[config.mk]
export PLATFORM = sky130hd
export DESIGN_NAME = control_sequencer
export DESIGN_NICKNAME = d
export VERILOG_FILES = /design/src/rtl/control_sequencer.sv
export SDC_FILE = /design/constraint.sdc
export NUM_CORES = 1
export LEC_CHECK = 0
export ABC_AREA = 1
export CAP_MARGIN = 15
export CELL_PAD_IN_SITES_DETAIL_PLACEMENT = 1
export CELL_PAD_IN_SITES_GLOBAL_PLACEMENT = 1
export CORE_MARGIN = 2
export CORE_UTILIZATION = 25
export CTS_CLUSTER_SIZE = 24
export DETAILED_ROUTE_END_ITERATION = 6
export GPL_TIMING_DRIVEN = 0
export PLACE_DENSITY_LB_ADDON = 0.1
export SYNTH_ARGS = -nofsm -noshare
export SYNTH_HDL_FRONTEND = slang
export SYNTH_SLANG_ARGS = --single-unit
[constraint.sdc]
create_clock -name clk -period 2.7 [get_ports clk]
set_input_delay 0.81 -clock clk [delete_from_list [all_inputs] [get_ports clk]]
set_output_delay 0.81 -clock clk [all_outputs]
set_load 0.02 [all_outputs]
[src/rtl/control_sequencer.sv]
// control_sequencer
// Microcode sequencer for the 8-bit computer. It steps a T-state counter,
// decodes the IR opcode, and emits one control word per T-state. It also
// holds the sticky halt state that stops the machine.
//
// Parameters:
//   EARLY_END  1: return to T0 right after the last non-empty microstep of
//                 the current opcode; 0: every instruction runs T0..LAST_STEP
//   LAST_STEP  index of the final T-state (default 4 -> T0..T4)
//
// Ports:
//   clk        system clock, rising edge
//   clear      synchronous active-high reset; forces all outputs low
//   opcode     IR[7:4]
//   flag_carry registered carry flag (used by JC)
//   flag_zero  registered zero flag (used by JZ)
//   step       current T-state (also serves as the sequencer's state view)
//   halt       sticky clock-stop request
//   mar_load .. flags_load   bus/register control strobes
//
// Handshake note: this block has no valid/ready interfaces. Every output is
// a pure combinational function of (clear, step, halted, opcode, flags) and
// takes effect at the next rising edge in the downstream datapath.

module control_sequencer #(
   parameter bit EARLY_END = 1'b1,
   parameter int LAST_STEP = 4
) (
   input  logic       clk,
   input  logic       clear,
   input  logic [3:0] opcode,
   input  logic       flag_carry,
   input  logic       flag_zero,
   output logic [2:0] step,
   output logic       halt,
   output logic       mar_load,
   output logic       ram_out,
   output logic       ram_write,
   output logic       ir_load,
   output logic       ir_out,
   output logic       pc_inc,
   output logic       pc_out,
   output logic       pc_jump,
   output logic       a_load,
   output logic       a_out,
   output logic       b_load,
   output logic       sum_out,
   output logic       sub,
   output logic       out_load,
   output logic       flags_load
);

   localparam logic [2:0] LAST = LAST_STEP[2:0];

   localparam logic [3:0] OP_LDA = 4'h1;
   localparam logic [3:0] OP_ADD = 4'h2;
   localparam logic [3:0] OP_SUB = 4'h3;
   localparam logic [3:0] OP_STA = 4'h4;
   localparam logic [3:0] OP_LDI = 4'h5;
   localparam logic [3:0] OP_JMP = 4'h6;
   localparam logic [3:0] OP_JC  = 4'h7;
   localparam logic [3:0] OP_JZ  = 4'h8;
   localparam logic [3:0] OP_OUT = 4'hE;
   localparam logic [3:0] OP_HLT = 4'hF;

   logic       halted;
   logic       halted_next;
   logic [2:0] step_next;
   logic [2:0] op_last;

   // Index of the last microstep this opcode needs. JC/JZ always run T2
   // (empty when not taken) so instruction timing never depends on a flag.
   always_comb begin
      op_last = LAST;
      if (EARLY_END) begin
         unique case (opcode)
            OP_LDA, OP_STA:                 op_last = 3'd3;
            OP_ADD, OP_SUB:                 op_last = 3'd4;
            OP_LDI, OP_JMP, OP_JC, OP_JZ,
            OP_OUT, OP_HLT:                 op_last = 3'd2;
            default:                        op_last = 3'd1;
         endcase
      end
   end

   // State register
   always_ff @(posedge clk) begin
      if (clear) begin
         step   <= 3'd0;
         halted <= 1'b0;
      end else begin
         step   <= step_next;
         halted <= halted_next;
      end
   end

   // Next-state logic. HLT at T2 freezes the counter at 2 and sets halted.
   always_comb begin
      step_next   = step;
      halted_next = halted;
      if (!halted) begin
         if (opcode == OP_HLT && step == 3'd2) begin
            halted_next = 1'b1;
         end else if (step >= op_last || step >= LAST) begin
            step_next = 3'd0;
         end else begin
            step_next = step + 3'd1;
         end
      end
   end

   // Output decode
   always_comb begin
      halt       = 1'b0;
      mar_load   = 1'b0;
      ram_out    = 1'b0;
      ram_write  = 1'b0;
      ir_load    = 1'b0;
      ir_out     = 1'b0;
      pc_inc     = 1'b0;
      pc_out     = 1'b0;
      pc_jump    = 1'b0;
      a_load     = 1'b0;
      a_out      = 1'b0;
      b_load     = 1'b0;
      sum_out    = 1'b0;
      sub        = 1'b0;
      out_load   = 1'b0;
      flags_load = 1'b0;
      if (!clear) begin
         if (halted) begin
            halt = 1'b1;
         end else begin
            case (step)
               3'd0: begin
                  pc_out   = 1'b1;
                  mar_load = 1'b1;
               end
               3'd1: begin
                  ram_out = 1'b1;
                  ir_load = 1'b1;
                  pc_inc  = 1'b1;
               end
               3'd2: begin
                  case (opcode)
                     OP_LDA, OP_ADD, OP_SUB, OP_STA: begin
                        ir_out   = 1'b1;
                        mar_load = 1'b1;
                     end
                     OP_LDI: begin
                        ir_out = 1'b1;
                        a_load = 1'b1;
                     end
                     OP_JMP: begin
                        ir_out  = 1'b1;
                        pc_jump = 1'b1;
                     end
                     OP_JC: begin
                        ir_out  = flag_carry;
                        pc_jump = flag_carry;
                     end
                     OP_JZ: begin
                        ir_out  = flag_zero;
                        pc_jump = flag_zero;
                     end
                     OP_OUT: begin
                        a_out    = 1'b1;
                        out_load = 1'b1;
                     end
                     OP_HLT: halt = 1'b1;
                     default: ;
                  endcase
               end
               3'd3: begin
                  case (opcode)
                     OP_LDA: begin
                        ram_out = 1'b1;
                        a_load  = 1'b1;
                     end
                     OP_ADD, OP_SUB: begin
                        ram_out = 1'b1;
                        b_load  = 1'b1;
                     end
                     OP_STA: begin
                        a_out     = 1'b1;
                        ram_write = 1'b1;
                     end
                     default: ;
                  endcase
               end
               3'd4: begin
                  if (opcode == OP_ADD || opcode == OP_SUB) begin
                     sum_out    = 1'b1;
                     a_load     = 1'b1;
                     flags_load = 1'b1;
                     sub        = (opcode == OP_SUB);
                  end
               end
               default: ;
            endcase
         end
      end
   end

endmodule

Word level (Yosys, flattened, before mapping)
Memories as Yosys holds them, arrays and structs flattened.
Cells that the tools add are included.

storage, ports and cells
  register bits = 4
  bits in read-only memories = 48
  output and inout bits = 19
  memories = 1

memories
  memory           depth  bits a word  rd ports  clocked after memory_dff  write ports  line  source
  (no name shown)  16     3            1         0                         0            76    unique case (opcode)

operators by class
  $add $sub $neg = 1
  magnitude comparators = 2
  eq/ne operators = 14
  mux-type cells = 57
  bitwise gates (word level) = 2
  reductions and logical operators = 9

operator list
  kind                                            count
  two-way mux 1 bit                               50
  == test 4 x 3 -> 1 bit (second input constant)  4
  == test 4 bit (second input constant)           3
  one-hot mux 1 bit (3 select lines)              3
  == test 4 x 2 -> 1 bit (second input constant)  2
  == test 3 x 2 -> 1 bit (second input constant)  2
  one-hot mux 1 bit (2 select lines)              3
  OR reduction 6 bit                              1
  == test 4 x 1 -> 1 bit (second input constant)  1
  OR reduction 4 bit                              1
  adder 3 x 1 -> 3 bit (second input constant)    1
  == test 3 x 1 -> 1 bit (second input constant)  1
  == test 3 bit (second input constant)           1
  >= comparator 3 bit                             1
  >= comparator 3 bit (second input constant)     1
  zero test 3 bit                                 1
  two-way mux 3 bit                               1
  OR reduction 3 bit                              1
  logical OR 1 bit                                2
  inverter 1 bit                                  2
  AND reduction 2 bit                             1
  OR reduction 2 bit                              1
  logical AND 1 bit                               1

Logic depth before layout (Yosys ltp)
Gate-level depths: netlist of the first run.

  depth in word-level cells = 6
  gate-level depth with buffers = 11

Worst setup path after synthesis of the first run
Ideal clock, no wire load.

  path kind = input port to output port
  from = in opcode[2]
  to = out sum_out
  arrival time = 1686 ps
  data required time = 1890 ps
  slack = 204 ps
  cell stages on the path = 4
  buffers on the path = 1
  cell sequence = nor2_1 nand4_1 nor2_1 buf_4

between the ends
  longest elaborated chain between the ends = 6
  elaborated cells on any way between the ends = 7
  those cells by class = eq/ne (2); mux (4); reduce/logical (1)

RTL lines
  element                              line  source
  start, declared                      31    input logic [3:0] opcode,
  == test 4 x 2 -> 1 bit               192   if (opcode == OP_ADD || opcode == OP_SUB) begin
  logical OR 1 bit (*)                 192
  two-way mux 1 bit (*) (4 in series)  --
  end, declared                        47    output logic sum_out,

Mark *: on every way between the ends. The rest lies on a longest branch, timed or not.

Final worst setup path of the first run
  from = in opcode[3]
  to = out sum_out

between the ends
  longest elaborated chain between the ends = 6
  elaborated cells on any way between the ends = 7
  those cells by class = eq/ne (2); mux (4); reduce/logical (1)

RTL lines
  element                 line  source
  == test 4 x 2 -> 1 bit  192
  logical OR 1 bit (*)    192
  two-way mux 1 bit (*)   192
  two-way mux 1 bit (*)   134   case (step)
  two-way mux 1 bit (*)   131   if (halted) begin
  two-way mux 1 bit (*)   130   if (!clear) begin

Marks and branches as above.

==> results of run 1 <==
worst min-delay path: cells and delay by family (launching register included):
kind	cells	cell delay [ns]
flops	1	0.34
simple gates	2	0.14
flip-flops by register name, indices dropped and copies added, names as in the netlist:
register  count
step          3
halted        1
final cells by class:
class                      count  share of cell area [%]
timing repair buffer          29                   22.87
sequential                     4                   8.660
tap                           30                   4.060
buffer                         2                   1.624
clock buffer                   3                   2.436
multi-input combinational     88                   53.86
inverter                      16                   6.495
cells in the mapped netlist:
master | instances | share of area, %
nand2_2 | 4 | 3.9
nand3_1 | 12 | 9.5
nor2_4 | 2 | 3.6
dfxtp_1 | 4 | 13
and2_4 | 1 | 1.4
nor3_1 | 1 | 0.79
nand4_1 | 2 | 2.0
nor2_1 | 18 | 11
inv_1 | 14 | 8.3
inv_2 | 2 | 1.2
nand2_1 | 25 | 15
buf_4 | 2 | 2.4
nand2_4 | 1 | 1.8
ha_1 | 8 | 16
a21oi_1 | 6 | 4.7
o21ai_0 | 6 | 4.7
o22ai_1 | 2 | 2.0
logic make-up (layout without fill, tap and decap cells):
group                      after synthesis  count (layout)  synth area share [%]
and+or+nand+nor                         66              66                 48.32
AOI/OAI and AO/OA                       14              14                 11.44
adders and majority gates                8               8                 15.78
buffers and inverters                   18              50                 11.83
DFF                                      4               4                 12.62
path summary, 6_finish.rpt:
| path | start | to | slack, ns | cells past startpoint |
|---|---|---|---|---|
| min | step[0]$_SDFFE_PP0P_ | step[0]$_SDFFE_PP0P_ | 0.53 | 2 |
| max | opcode[3] | sum_out | 0.09 | 6 |
| min reg2reg | step[0]$_SDFFE_PP0P_ | step[0]$_SDFFE_PP0P_ | 0.53 | 2 |
| max reg2reg | step[2]$_SDFFE_PP0P_ | step[0]$_SDFFE_PP0P_ | 1.29 | 6 |
routing by layer:
metal	share of wire [%]	wire [um]	vias up	track usage (%)
li1	-	-	418	-
met1	46	859	357	18.99
met2	48	892	18	23.90
met3	4.9	92	2	1.093
met4	1.1	20	0	3.750
met5	0	0	-	0
power groups by stage:
stage / Clock (mW) / Combinational, mW / Sequential, mW
final: 0.0719 / 0.287 / 0.0887
after global routing: 0.0805 / 0.330 / 0.0911
after CTS: 0.0757 / 0.291 / 0.0900
after detailed placement: 0 / 0.302 / 0.0909
after global placement: 0 / 0.298 / 0.0894
after floorplan: 0 / 0.173 / 0.0991
metrics by stage:
| stage | area [sq um] | setup WS [ns] | util [%] | power [mW] | TNS (ns) |
|---|---|---|---|---|---|
| after detailed placement | 932.1 | -0.7729 | 38.32 | 0.3932 | -10.60 |
| after global routing | 924.6 | -0.01389 | 38.01 | 0.5012 | -0.01389 |
| after global placement | 932.1 | -0.7565 | 38.32 | 0.3875 | -10.30 |
| final | 924.6 | 0.09094 | 38.01 | 0.4480 | 0 |
| after floorplan | 634.4 | 0.2044 | - | 0.2725 | 0 |
| after CTS | 934.6 | 0.007627 | 38.43 | 0.4567 | 0 |
cells in the final DEF (no fill, tap or decap), drive strengths merged, types with 5 or more instances in the layout:
cell	instances
ha	8
nand2	30
inv	16
o21ai	6
buf	17
a21oi	6
nor2	20
clkbuf	6
nand3	12
clkdlybuf4s50	5
what timing repair did:
item	4_1_cts	5_1_grt
buffers inserted	2	1
endpoints found under the setup margin	16	10
pin swaps	4	2
resized for setup	73	11
==> tab_implementation.tex, run 1 <==
\begin{tabular}{lr}
\hline
Metric & Value \\
\hline
\multicolumn{2}{l}{\textbf{Run status}} \\
Result of the run & finished clean \\
\multicolumn{2}{l}{\textbf{CTS}} \\
Maximum clock path buffer count & 2 \\
TritonCTS Sinks & 4 \\
Cell at the root of the clock tree & clkbuf\_4 \\
Clock input transition at the sequential cells of the worst setup and hold paths & 0.03 ns \\
Clock buffer count from CTS & 3 \\
H-tree level count & 1 \\
Post-cts hold buffer count & 0 \\
Clock latency of the later-clocked register in the worst-skew pair & 0.23 ns \\
Clock tree from TritonCTS & built \\
\multicolumn{2}{l}{\textbf{Placement}} \\
Detailed-placement wirelength estimate & 1592 um \\
Count of input and output buffers & 26 \\
Placer congestion estimate & 0.7855 \\
Total instance count after detailed placement & 166 \\
\multicolumn{2}{l}{\textbf{Finish}} \\
Area occupied by registers & 80.08 sq um \\
Layout overhead on the synthesized area & 45.76\% \\
Layout Cells excl Fill & 172 \\
Share of post-route cells with drive strength above 1 & 31.69\% \\
\# nets final & 160 \\
Area of the multi-input gates & 498.0 sq um \\
Number of fillers in the final layout & 339 \\
Ant. Diodes & 0 \\
\multicolumn{2}{l}{\textbf{Power}} \\
Combinational share of power & 64.2\% \\
Internal power contribution & 0.2352 mW \\
Switch Pwr & 0.2128 mW \\
Static Leakage & 0.5125 nW \\
Clock power frac & 16.0\% \\
Relative contribution of sequential cells to total power & 19.8\% \\
Maximum vdd ir drop & 0.4011 mV \\
Net Sw Frac & 47.50\% \\
Total power per unit cell area & 484.5 nW/um\^{}2 \\
\multicolumn{2}{l}{\textbf{Setup path}} \\
Type of element launching the critical path & primary input \\
Largest stage delay on the critical path & 0.23 ns \\
Worst EP required & 1.89 ns \\
Cell-by-cell trace of the critical path & clkdlybuf4s15\_2 > nor2\_2 > nand4\_1 > nor2\_1 > buf\_4 > buf\_4 \\
Worst Setup End Kind & primary output \\
CP max FO & 6 \\
Arrival time of data at the critical path endpoint & 1.80 ns \\
Count of buffer and inverter cells on the critical path & 3 \\
CP most frequent cell & buf\_4 \\
Cell with the largest stage delay on the worst path & clkdlybuf4s15\_2 \\
Startpoint-to-endpoint class of the critical path & primary input to primary output \\
Cell family contributing the most delay on the critical path & simple AND/OR/NAND/NOR gates \\
\multicolumn{2}{l}{\textbf{Timing}} \\
Worst-margin pin slew & 0.3019 ns \\
Worst Skew & 0.001385 ns \\
Number of max-slew violations in the final report & 0 \\
Worst relative slew slack & 79.84\% \\
Maximum operating frequency & 383.3 MHz \\
Fraction of the cycle the final worst path needs & 96.63\% \\
Time the final worst path needs with I/O delays and setup & 2.609 ns \\
Unrepaired setup endpoints after global routing & true \\
Fin. Hold Viols & 0 \\
Worst hold-check slack & 0.5286 ns \\
Setup violation total in the final timing report & 0 \\
\multicolumn{2}{l}{\textbf{Floorplanning}} \\
Site row count & 18 \\
Horiz. Die Dim & 54.37 um \\
Die Ht & 54.37 um \\
Placeable Area & 2432 sq um \\
Die footprint & 2956 sq um \\
Num ports & 27 \\
Initial standard-cell utilization of the core & 26.08\% \\
\multicolumn{2}{l}{\textbf{Synthesis}} \\
Cell area after technology mapping & 634.4 sq um \\
Cell count after synthesis & 110 \\
Part of the Yosys area used for sequential elements & 12.62\% \\
Post-Synthesis Mean Instance Area & 5.767 sq um \\
Number of storage elements in the synthesis netlist & 4 \\
Unique cell type count in the Yosys netlist & 17 \\
Warnings from Yosys & 0 \\
Net count after synthesis & 126 \\
\multicolumn{2}{l}{\textbf{Detailed routing}} \\
Via density per instance & 4.622 \\
Wirelength, routed & 1865 um \\
Router iterations before antenna repair & 4 \\
Total via count in the routed design & 795 \\
Antenna viol nets, final & 0 \\
Number of violations reported at the end of detailed-routing iteration 0 & 3 \\
Total DRC errors in the routed layout & 0 \\
Average wire per standard cell & 10.84 um \\
\multicolumn{2}{l}{\textbf{Global route}} \\
Global-route wire length before repair & 3118 um \\
Number of global-route vias before repair & 721 \\
Global-route usage over all layers & 14.07\% \\
Pin count of the biggest net entering global routing & 9 \\
Initial antenna violation count & 0 \\
Overflow left after global routing & 0 \\
\multicolumn{2}{l}{\textbf{Flow run}} \\
Max-cap violation count & 0 \\
\multicolumn{2}{l}{\textbf{Min path}} \\
Class of the worst hold path & flop to flop \\
\hline
\end{tabular}
Note: power is estimated with default switching activity, not from simulation.
==> run 2, diff against run 1 <==
PLACE_DENSITY_LB_ADDON = 0.05   (was 0.1)
==> run 2 against run 1 <==
Effect of this change:
- register-to-register slack worse by 0.03 ns
- setup slack worse by 0.056 ns
- maximum frequency down 2.1%
- via count up 0.50%
- clock skew about the same
- final cell count unchanged
- sequential share of layout area down 0.12 points
- power about the same
- largest power group unchanged
==> tab_implementation.tex, run 2 (synthesis gave the netlist of run 1 again) <==
\begin{tabular}{lr}
\hline
Metric & Value \\
\hline
\multicolumn{2}{l}{\textbf{CTS}} \\
Clock tree from TritonCTS & built \\
H-tree level count & 1 \\
Clock buffer count from CTS & 3 \\
Cell at the root of the clock tree & clkbuf\_4 \\
Post-cts hold buffer count & 0 \\
Clock input transition at the sequential cells of the worst setup and hold paths & 0.04 ns \\
Clock latency of the later-clocked register in the worst-skew pair & 0.23 ns \\
Maximum clock path buffer count & 2 \\
TritonCTS Sinks & 4 \\
\multicolumn{2}{l}{\textbf{Timing}} \\
Fraction of the cycle the final worst path needs & 98.72\% \\
Worst-margin pin slew & 0.3096 ns \\
Setup tns final & 0 ns \\
Worst hold-check slack & 0.5406 ns \\
Number of max-slew violations in the final report & 0 \\
Setup violation total in the final timing report & 0 \\
Unrepaired setup endpoints after global routing & true \\
Maximum operating frequency & 375.2 MHz \\
Minimum setup slack in the final design & 0.03454 ns \\
Worst relative slew slack & 79.33\% \\
Fin. Hold Viols & 0 \\
Worst Skew & 0.001347 ns \\
Time the final worst path needs with I/O delays and setup & 2.665 ns \\
\multicolumn{2}{l}{\textbf{Setup path}} \\
Count of buffer and inverter cells on the critical path & 4 \\
Cell-by-cell trace of the critical path & dlygate4sd2\_1 > nor2\_4 > inv\_2 > nor2\_2 > buf\_4 > clkdlybuf4s15\_2 \\
Worst EP required & 1.89 ns \\
Worst Setup End Kind & primary output \\
CP max FO & 7 \\
Cell with the largest stage delay on the worst path & dlygate4sd2\_1 \\
CP Depth & 6 \\
Flop2flop setup slack & 1.26 ns \\
Cell family contributing the most delay on the critical path & buffers and inverters \\
Worst Reg2Reg Path Length in Cells & 6 \\
Startpoint-to-endpoint class of the critical path & primary input to primary output \\
Arrival time of data at the critical path endpoint & 1.86 ns \\
Largest stage delay on the critical path & 0.29 ns \\
Type of element launching the critical path & primary input \\
\multicolumn{2}{l}{\textbf{Floorplanning}} \\
Die footprint & 2956 sq um \\
Die Ht & 54.37 um \\
Site row count & 18 \\
Num ports & 27 \\
Horiz. Die Dim & 54.37 um \\
Placeable Area & 2432 sq um \\
Initial standard-cell utilization of the core & 26.08\% \\
\multicolumn{2}{l}{\textbf{Finish}} \\
Ant. Diodes & 0 \\
Share of post-route cells with drive strength above 1 & 31.69\% \\
Register containing the most flip-flops in the final layout & step \\
Final design utilization & 38.53\% \\
\# nets final & 160 \\
Layout overhead on the synthesized area & 47.73\% \\
Commonest cells after routing, fill and taps aside & nand2\_1 (23), nor2\_1 (14), inv\_1 (12), nand3\_1 (12) \\
Layout Cells excl Fill & 172 \\
Most common cell after layout, fill and taps aside & nand2\_1 \\
Registers with the most flip-flops & step (3), halted (1) \\
Number of flip-flops under the largest register name & 3 \\
Post-route design area & 937.1 sq um \\
\multicolumn{2}{l}{\textbf{Detailed routing}} \\
Average wire per standard cell & 11.06 um \\
Wirelength, routed & 1902 um \\
Via density per instance & 4.645 \\
Router iterations before antenna repair & 4 \\
Number of violations reported at the end of detailed-routing iteration 0 & 6 \\
Total via count in the routed design & 799 \\
Antenna viol nets, final & 0 \\
Total DRC errors in the routed layout & 0 \\
\multicolumn{2}{l}{\textbf{Global route}} \\
Global-route wire length before repair & 3215 um \\
Initial antenna violation count & 0 \\
Global-route usage over all layers & 14.20\% \\
Pin count of the biggest net entering global routing & 9 \\
Number of global-route vias before repair & 756 \\
Overflow left after global routing & 0 \\
\multicolumn{2}{l}{\textbf{Flow run}} \\
Max-cap violation count & 0 \\
\multicolumn{2}{l}{\textbf{Power}} \\
Total design power & 0.4477 mW \\
Total power per unit cell area & 477.7 nW/um\^{}2 \\
Maximum vdd ir drop & 0.3159 mV \\
Static Leakage & 0.5126 nW \\
\multicolumn{2}{l}{\textbf{Placement}} \\
Count of input and output buffers & 26 \\
Instance area at placement & 932.1 sq um \\
Total instance count after detailed placement & 166 \\
Detailed-placement wirelength estimate & 1664 um \\
Post-place setup slack & -0.7459 ns \\
Placer congestion estimate & 0.7896 \\
\multicolumn{2}{l}{\textbf{Run status}} \\
Result of the run & finished clean \\
\multicolumn{2}{l}{\textbf{Min path}} \\
Hold Path Depth & 2 \\
Class of the worst hold path & flop to flop \\
\hline
\end{tabular}
[run 2: cell types whose count changed in the layout (fill, tap and decap cells not counted)]
cell,before,now
buf_2,11,8
clkbuf_2,3,5
clkdlybuf4s15_2,3,4
nor2_2,4,3
nor2_4,2,3
nor3_1,1,0
nor3_2,0,1
o21ai_1,0,1
o21ai_2,1,0
[run 2: tightest hold or removal path, delay by kind of cell (launching register included)]
kind	cells	cell delay, ns
simple gates	2	0.15
flops	1	0.34
[run 2: final cells by class]
cell class	count	area [sq um]
tap	30	37.54
clock buffer	3	22.52
sequential	4	80.08
inverter	16	60.06
multi-input combinational	88	504.2
timing repair buffer	29	217.7
fill	331	1495
buffer	2	15.01
[run 2: final timing paths]
path,endpoint,startpoint
min,step[0]$_SDFFE_PP0P_,step[0]$_SDFFE_PP0P_
max reg2reg,step[0]$_SDFFE_PP0P_,step[2]$_SDFFE_PP0P_
min reg2reg,step[0]$_SDFFE_PP0P_,step[0]$_SDFFE_PP0P_
max,pc_inc,clear
[run 2: layer usage]
| metal | part of all wire (%) | up-vias | track usage, % |
|---|---|---|---|
| li1 | - | 419 | - |
| met1 | 44 | 366 | 19.35 |
| met2 | 52 | 14 | 25.30 |
| met3 | 3.3 | 0 | 0 |
| met5 | 0 | - | 0 |
| met4 | 0 | 0 | 2.500 |
[run 2: where the power goes]
part	switching, mW	internal (mW)	total, mW
registers	0.0173	0.0710	0.0883
clock network	0.0205	0.0495	0.0700
logic	0.174	0.115	0.289
[run 2: repair_timing]
item / 4_1_cts / 5_1_grt
resized for setup: 65 / 16
pin swaps: 3 / 3
setup buffers: 3 / 0
setup endpoints to repair: 16 / 13
